[src/rtl/pwm_pkg.sv]
// rtl/pwm_pkg.sv - shared types, defaults and width helper for pwm_tick_gen
package pwm_pkg;

    localparam int DEF_WIDTH  = 8;
    localparam int DEF_PERIOD = 255;

    typedef enum logic [0:0] {
        PWM_IDLE = 1'b0,
        PWM_RUN  = 1'b1
    } pwm_state_e;

    // Duty needs one extra bit so that PERIOD+1 (always-high) is representable.
    function automatic int duty_w(input int width);
        return width + 1;
    endfunction

endpackage

[src/rtl/pwm_tick_gen_if.sv]
// rtl/pwm_tick_gen_if.sv - duty update valid/ready handshake bundle
// Signals: duty_in (requested high-time in ticks), duty_valid, duty_ready.
// master drives duty_in/duty_valid, slave (the PWM block) drives duty_ready.
interface pwm_tick_gen_if
    import pwm_pkg::*;
#(
    parameter int DUTY_W = duty_w(DEF_WIDTH)
);
    logic [DUTY_W-1:0] duty_in;
    logic              duty_valid;
    logic              duty_ready;

    modport master (output duty_in, output duty_valid, input duty_ready);
    modport slave  (input duty_in, input duty_valid, output duty_ready);
endinterface

[src/rtl/pwm_duty_shadow.sv]
// rtl/pwm_duty_shadow.sv - shadow/pending duty registers and handshake
// Ports: clk, rst_n (async active-low), duty_if (slave handshake),
//        load_pt (period wrap or idle), act_load/act_value (update for duty_act).
// Only instantiated when PWM_SHADOW_EN is defined.
module pwm_duty_shadow
    import pwm_pkg::*;
#(
    parameter int DW = duty_w(DEF_WIDTH)
) (
    input  logic             clk,
    input  logic             rst_n,
    pwm_tick_gen_if.slave    duty_if,
    input  logic             load_pt,
    output logic             act_load,
    output logic [DW-1:0]    act_value
);

    logic [DW-1:0] shadow_q, shadow_d;
    logic          pending_q, pending_d;
    logic          transfer;

    assign duty_if.duty_ready = ~pending_q;
    assign transfer           = duty_if.duty_valid & ~pending_q;

    always_comb begin
        shadow_d  = transfer ? duty_if.duty_in : shadow_q;
        pending_d = pending_q;
        act_load  = 1'b0;
        act_value = shadow_q;
        if (load_pt) begin
            // A transfer landing on a load point bypasses the shadow so the
            // new duty governs the period that starts right here.
            act_load  = 1'b1;
            act_value = transfer ? duty_if.duty_in : shadow_q;
            pending_d = 1'b0;
        end else if (transfer) begin
            pending_d = 1'b1;
        end
    end

    always_ff @(posedge clk or negedge rst_n) begin
        if (!rst_n) begin
            shadow_q  <= '0;
            pending_q <= 1'b0;
        end else begin
            shadow_q  <= shadow_d;
            pending_q <= pending_d;
        end
    end

endmodule

[src/rtl/pwm_tick_gen.sv]
// rtl/pwm_tick_gen.sv - tick-driven PWM generator with period-end strobe
// Ports: clock_in, reset_n (async active-low), tick_in (divider enable pulse),
//        en (run enable), duty_if (duty valid/ready handshake, slave),
//        pwm_out (registered PWM), period_end (one-cycle wrap strobe).
// Macro PWM_SHADOW_EN: duty updates are shadowed and applied at period wrap.
module pwm_tick_gen
    import pwm_pkg::*;
#(
    parameter int WIDTH  = DEF_WIDTH,
    parameter int PERIOD = DEF_PERIOD
) (
    input  logic          clock_in,
    input  logic          reset_n,
    input  logic          tick_in,
    input  logic          en,
    pwm_tick_gen_if.slave duty_if,
    output logic          pwm_out,
    output logic          period_end
);

    localparam int               DW   = duty_w(WIDTH);
    localparam logic [0:0]       IDLE = PWM_IDLE;
    localparam logic [0:0]       RUN  = PWM_RUN;
    localparam logic [WIDTH-1:0] TERM = WIDTH'(PERIOD);

    logic [0:0]       state_q, state_d;
    logic [WIDTH-1:0] cnt_q, cnt_d;
    logic [DW-1:0]    duty_act_q, duty_act_d;
    logic             pwm_out_q, pwm_out_d;
    logic             period_end_q, period_end_d;

    logic             running;
    logic             wrap;
    logic             act_load;
    logic [DW-1:0]    act_value;

    // en is qualified here too so that dropping en clears cnt and pwm_out
    // on the same edge that the FSM returns to IDLE.
    assign running = (state_q == RUN) && en;
    assign wrap    = running && tick_in && (cnt_q == TERM);

`ifdef PWM_SHADOW_EN
    logic load_pt;
    assign load_pt = wrap || (state_q == IDLE);

    pwm_duty_shadow #(.DW(DW)) u_duty_shadow (
        .clk       (clock_in),
        .rst_n     (reset_n),
        .duty_if   (duty_if),
        .load_pt   (load_pt),
        .act_load  (act_load),
        .act_value (act_value)
    );
`else
    assign duty_if.duty_ready = 1'b1;
    assign act_load           = duty_if.duty_valid;
    assign act_value          = duty_if.duty_in;
`endif

    always_comb begin
        state_d = en ? RUN : IDLE;

        cnt_d = cnt_q;
        if (!running) begin
            cnt_d = '0;
        end else if (tick_in) begin
            cnt_d = (cnt_q == TERM) ? '0 : cnt_q + WIDTH'(1);
        end

        period_end_d = wrap;
        pwm_out_d    = running && ({1'b0, cnt_q} < duty_act_q);
        duty_act_d   = act_load ? act_value : duty_act_q;
    end

    always_ff @(posedge clock_in or negedge reset_n) begin
        if (!reset_n) begin
            state_q      <= IDLE;
            cnt_q        <= '0;
            duty_act_q   <= '0;
            pwm_out_q    <= 1'b0;
            period_end_q <= 1'b0;
        end else begin
            state_q      <= state_d;
            cnt_q        <= cnt_d;
            duty_act_q   <= duty_act_d;
            pwm_out_q    <= pwm_out_d;
            period_end_q <= period_end_d;
        end
    end

    assign pwm_out    = pwm_out_q;
    assign period_end = period_end_q;

endmodule
[src/flat_wrapper.sv]
// flat-port wrapper written by rule: the top's interface ports become plain ports
module pwm_tick_gen_flat import pwm_pkg::*;
#(
    parameter int WIDTH  = DEF_WIDTH,
    parameter int PERIOD = DEF_PERIOD
)
  (clock_in, reset_n, tick_in, en, pwm_out, period_end, duty_if_duty_in, duty_if_duty_valid, duty_if_duty_ready);
  pwm_tick_gen_if duty_if_i ();
  input  logic clock_in;
  input  logic reset_n;
  input  logic tick_in;
  input  logic en;
  output logic pwm_out;
  output logic period_end;
  input wire logic [$bits(duty_if_i.duty_in)-1:0] duty_if_duty_in;
  input wire logic [$bits(duty_if_i.duty_valid)-1:0] duty_if_duty_valid;
  output wire logic [$bits(duty_if_i.duty_ready)-1:0] duty_if_duty_ready;
  assign duty_if_i.duty_in = duty_if_duty_in;
  assign duty_if_i.duty_valid = duty_if_duty_valid;
  assign duty_if_duty_ready = duty_if_i.duty_ready;
  pwm_tick_gen #(.WIDTH(WIDTH), .PERIOD(PERIOD)) u_core (.clock_in(clock_in), .reset_n(reset_n), .tick_in(tick_in), .en(en), .duty_if(duty_if_i), .pwm_out(pwm_out), .period_end(period_end));
endmodule
[config.mk]
export PLATFORM = sky130hd
export DESIGN_NAME = pwm_tick_gen_flat
export DESIGN_NICKNAME = d
export VERILOG_FILES = /design/src/rtl/pwm_pkg.sv /design/src/rtl/pwm_tick_gen_if.sv /design/src/rtl/pwm_duty_shadow.sv /design/src/rtl/pwm_tick_gen.sv /design/src/flat_wrapper.sv
export SDC_FILE = /design/constraint.sdc
export NUM_CORES = 1
export LEC_CHECK = 0
export BUFFER_PORTS_ARGS = -buffer_cell sky130_fd_sc_hd__buf_2
export CORE_ASPECT_RATIO = 1.25
export CORE_MARGIN = 1.5
export CORE_UTILIZATION = 44
export CTS_BUF_LIST = sky130_fd_sc_hd__clkbuf_16
export DETAILED_ROUTE_END_ITERATION = 8
export MAX_ROUTING_LAYER = met4
export PLACE_DENSITY = 0.67
export SLEW_MARGIN = 5
export SYNTH_ARGS = -nofsm -noshare
export SYNTH_HDL_FRONTEND = slang
export SYNTH_SLANG_ARGS = --single-unit
[constraint.sdc]
create_clock -name clock_in -period 1.4 [get_ports clock_in]
set_clock_uncertainty 0.2 [all_clocks]
set_input_delay 0.42 -clock clock_in [delete_from_list [all_inputs] [get_ports clock_in]]
set_output_delay 0.42 -clock clock_in [all_outputs]
set_load 0.02 [all_outputs]
Yosys cells after proc, flatten, opt, wreduce, memory -nomap -nowiden:

Cells that the tools add are included.

* output and inout bits: 3
* flip-flop bits (word level): 20
* input bits: 14
* ROM bits: 0
* logic and storage cells: 17
* RAM bits: 0
* memories kept: 0
* bits in latches: 0

* $add $sub $neg: 1
* multipliers: 0
* shifts and indexed selects: 0
* reductions and logical operators: 4
* $lt $le $gt $ge: 1
* equal/unequal tests: 2
* divide/modulo/power cells: 0
* muxes and demuxes: 4
* bitwise operators: 0

Operators by type and width (number)
* 8-bit two-way mux: 3
* 8-bit by 9-bit less-than comparator with 1-bit output: 1
* 8-bit by 1-bit adder with 8-bit output (second input constant): 1
* 8-bit == test (second input constant): 1
* 1-bit logical AND: 4
* 2-bit != test (second input constant): 1
* 1-bit two-way mux: 1

Depth between registers and ports, before layout:

* depth in word-level cells: 4
* gate-level depth with buffers: 6
* gate-level depth less buffers: 6

Worst setup path after synthesis:

OpenSTA, ideal clock, no wires.

* path type: register to register
* from: reg u_core.cnt_q[7]
* to: reg u_core.pwm_out_q, in the netlist u_core.pwm_out
* cell stages (with the launch flop): 6
* required time: 1118 ps
* arrival: 1182 ps
* path slack: -64 ps
* clock period less this slack: 1464 ps
* setup time: 82 ps
* path buffers: 0
* cells stage by stage: dfrtp_1 ha_1 and4b_1 a21oi_1 o21ai_1 a31oi_1

* longest elaborated chain between the ends: 2

RTL lines
* start, declared: line pwm_tick_gen.sv:27 `logic [WIDTH-1:0] cnt_q, cnt_d;`
* start signal, assigned: line pwm_tick_gen.sv:84 `cnt_q <= cnt_d;`
* 8-bit by 9-bit less-than comparator with 1-bit output: line pwm_tick_gen.sv:71 `pwm_out_d = running && ({1'b0, cnt_q} < duty_act_q);`
* 1-bit logical AND: line pwm_tick_gen.sv:71
* net u_core.pwm_out_d: line pwm_tick_gen.sv:29 `logic pwm_out_q, pwm_out_d;`
* end signal, assigned: line pwm_tick_gen.sv:86 `pwm_out_q <= pwm_out_d;`
* end, declared: line pwm_tick_gen.sv:29

The timed path passes the listed nets, and every way through them passes these cells.
A chain may end at the register's enable or synchronous reset.

Worst setup path after layout:

* from: reg u_core.cnt_q[0]
* to: reg u_core.cnt_q[5]

* longest elaborated chain between the ends: 4
* elaborated cells between the ends (all ways): 5
* classes of those cells: add/sub (1); eq/ne (1); mux (3)

RTL lines
* 8-bit by 1-bit adder with 8-bit output or 8-bit == test (tied branches): line pwm_tick_gen.sv:67 `cnt_d = (cnt_q == TERM) ? '0 : cnt_q + WIDTH'(1);`
* 8-bit two-way mux *: line pwm_tick_gen.sv:67
* 8-bit two-way mux *: line pwm_tick_gen.sv:66 `end else if (tick_in) begin`
* 8-bit two-way mux *: line pwm_tick_gen.sv:64 `if (!running) begin`

Every way passes the cells marked *; elsewhere a longest branch is shown, timed or not. The select of a mux whose other input is x is not followed.

==> summary.txt <==
Run status
  • Outcome: complete, but fails checks
  • Failing checks: setup timing

Yosys
  • Area of the mapped netlist: 1015 um2
  • Post-synthesis async set-or-reset flop share: 1.000
  • Syn Inst Count: 103
  • Ys Warns: 0
  • Synthesized net count: ~130
  • Area contributors post-synth: dfrtp_1 (49%), ha_1 (9.9%), o21ai_0 (4.4%), nand2_1 (4.4%), a21oi_1 (3.9%)
  • Synth cell types: 28
  • Area share of the largest cell type after synthesis: 0.4932
  • Synth cell count leaders: dfrtp_1 (20), nand2_1 (12), o21ai_0 (9)
  • Syn avg cell area: between 9 and 10 um2
  • Number of synthesized flops with an enable pin: 0
  • Top-count cell post-synth: dfrtp_1
  • Top_reg_cell synth: dfrtp_1
  • Cell accounting for the most synthesized area: dfrtp_1
  • Flop and latch count out of synthesis: 20
  • Sequential share of the synthesized area: 0.4932

Power
  • P_leak: 0.6665 nW
  • Power per cell area: 959.2 nW/um2
  • Max rail drop VDD: 0.0006656 V

Layout
  • Antenna diode count: 0
  • Fillers: 182
  • Nets: 160
  • Finished Layout Cells: between 150 and 200
  • Final Cell Area: 1408 um2
  • Area grow syn2layout: 38.72%
  • Layout cells sized above 1: 0.3942

Place
  • Placed Instances: around 160
  • HPWL Detailed: 1398 um
  • GP Congestion: 0.8216
  • Placed cell area: 1195 um2
  • I/O Buffers: 15

Floorplanning
  • Ports: 17
  • Initial core utilization: 0.4640
  • Core area: around 2200 um2
  • DIE AREA: 2605 um2
  • Row Count: 19
  • Die Ht: between 50 and 60 um
  • DIE WIDTH: 45.95 um

Setup path
  • Critical path class: reg -> reg
  • Worst Setup Start Kind: flip-flop
  • CP max-delay cell: dfrtp_1
  • Crit-path cells: buf_6 > and3_2 > nand2_1 > or3_1 > a21oi_2
  • Setup crit end kind: flip-flop
  • Arrival @ worst endpoint: ~1.5 ns
  • Critical-path maximum fanout: 4
  • Required @ worst endpoint: 1.37 ns
  • Max stage delay on crit path: 0.38 ns

Clocking
  • Worst-path clk slew: roughly 0.060 ns
  • CTS tree: built
  • H-tree lvl count: 1
  • Clock Latency Late Sink: 0.25 ns
  • Root Buffer Master: clkbuf_16
  • CTS Buf Count: 3
  • Clock sinks: 20
  • Clock buffer depth: 2

Timing
  • FMAX: 0.6567 GHz
  • Minimum clock period: 1.523 ns
  • Worst Setup Slack, final: -0.1229 ns
  • RSZ-0062 raised after global routing: yes
  • Final Cycle Share: 1.088
  • Final hold vios: 0
  • Max-slew violation count: 0
  • Setup TNS: -0.5427 ns
  • Final setup fails: 8

Routing
  • Vias per cell: 5.143
  • Initial DRC Count: 16
  • Routed wire per std cell: 12.76 um
  • Post-Route WL: 2144 um
  • DRC: 0
  • Routed Antenna Nets: 0
  • Vias: 864
  • Drt first pass iters: 4

Global routing
  • GRT Util Overall: 0.1796
  • Total gr overflow: 0
  • Antenna violations before repair: 0
  • Vias in the first global route: 822
  • Global-route wire length before repair: about 3400 um
  • Maximum number of pins on one net before global-route repair: 21

Worst hold path
  • Min-delay worst type: in -> reg

Job
  • Max_cap viols: 0
==> final timing paths <==
path	startpoint	endpoint	slack (ns)	cells after the start
worst max-delay path	u_core.cnt_q[0]	u_core.cnt_q[5]	-0.12	5
worst min-delay path	en	u_core.state_q	0.09	1
worst max register to register	u_core.cnt_q[0]	u_core.cnt_q[5]	-0.12	5
worst min register to register	u_core.duty_act_q[0]	u_core.duty_act_q[0]	0.31	1
max in group asynchronous	reset_n	u_core.cnt_q[4]	0.23	2
min in group asynchronous	reset_n	u_core.cnt_q[1]	0.44	2
==> sequential cells by signal, indices dropped and copies added (netlist names) <==
name,cells
u_core.period_end,1
u_core.state_q,1
u_core.cnt_q,8
u_core.pwm_out,1
u_core.duty_act_q,9
==> routing by layer <==
metal | global-route usage | vias up | share of wire
met3 | 0.03537 | 8 | 0.025
li1 | - | 430 | -
met4 | 0.09796 | 0 | 0.030
met5 | - | - | 0
met2 | 0.2817 | 19 | 0.53
met1 | 0.2075 | 407 | 0.41
==> stage by stage <==
step / setup WS [ns] / utilization / hold slack [ns] / power (W)
6_report: -0.1229 / 0.6436 / 0.09084 / 0.001350
5_1_grt: -0.1674 / 0.6436 / 0.09122 / 0.001409
4_1_cts: -0.07054 / 0.6133 / 0.09047 / 0.001343
3_5_place_dp: -0.1071 / 0.5463 / 0.1906 / 0.0007516
3_3_place_gp: -0.05142 / 0.5463 / 0.1909 / 0.0007470
2_1_floorplan: -0.03974 / - / -0.07559 / 0.0006978
==> worst max-delay path: cells and delay by family, from the launching register on <==
| family | cells | cell delay (ns) |
|---|---|---|
| simple gates | 3 | 0.59 |
| compound gates | 1 | 0.16 |
| flops | 1 | 0.38 |
| buf+inv | 1 | 0.12 |
==> power by group <==
| group | switching, W | internal [W] |
|---|---|---|
| clock | 0.000205 | 0.000380 |
| sequential | 0.0000117 | 0.000607 |
| combinational | 0.0000758 | 0.0000703 |
| total | 0.000293 | 0.00106 |
==> final cells by class <==
type | count | area (um2) | share of cell area
timing repair buffer | 34 | 234.0 | 0.1662
inverter | 8 | 30.03 | 0.02133
clock inverter | 1 | 3.754 | 0.002667
multi-input combinational | 71 | 523.0 | 0.3716
tap | 31 | 38.79 | 0.02756
sequential | 20 | 503.0 | 0.3573
clock buffer | 3 | 75.07 | 0.05333
==> cells by family (layout without fill, tap and decap cells) <==
kind of cell	after synthesis	count (layout)	share of synthesized area
simple gates	30	30	0.1443
buf+inv	12	46	0.05549
fa+ha+maj	8	8	0.09865
mux	4	4	0.04315
xor+xnor	2	2	0.01727
flops	20	20	0.4932
other cells	1	1	0.003696
compound gates	26	26	0.1443
==> cells in the final DEF (no fill, tap or decap), types with 2 or more instances in the layout <==
master	count
xor2_1	2
o21ai_1	4
inv_1	6
nand2_1	12
mux2_2	3
dfrtp_1	18
buf_4	16
or3_1	2
nor2_1	4
clkbuf_16	3
ha_1	5
a21oi_2	4
dfrtp_2	2
a21oi_1	4
inv_2	2
buf_2	14
buf_6	3
nand4_1	4
ha_4	3
o21ai_0	8
a21o_1	2
==> what timing repair did <==
action / 4_1_cts / 5_1_grt
buffers inserted: 4 / 2
setup endpoints to repair: 5 / 8
hold buffers: 1 / 0
hold endpoints to repair: 20 / 0
gates resized for setup: 8 / 11
pin swaps: 4 / 3
(Power assumes the default switching activity.)
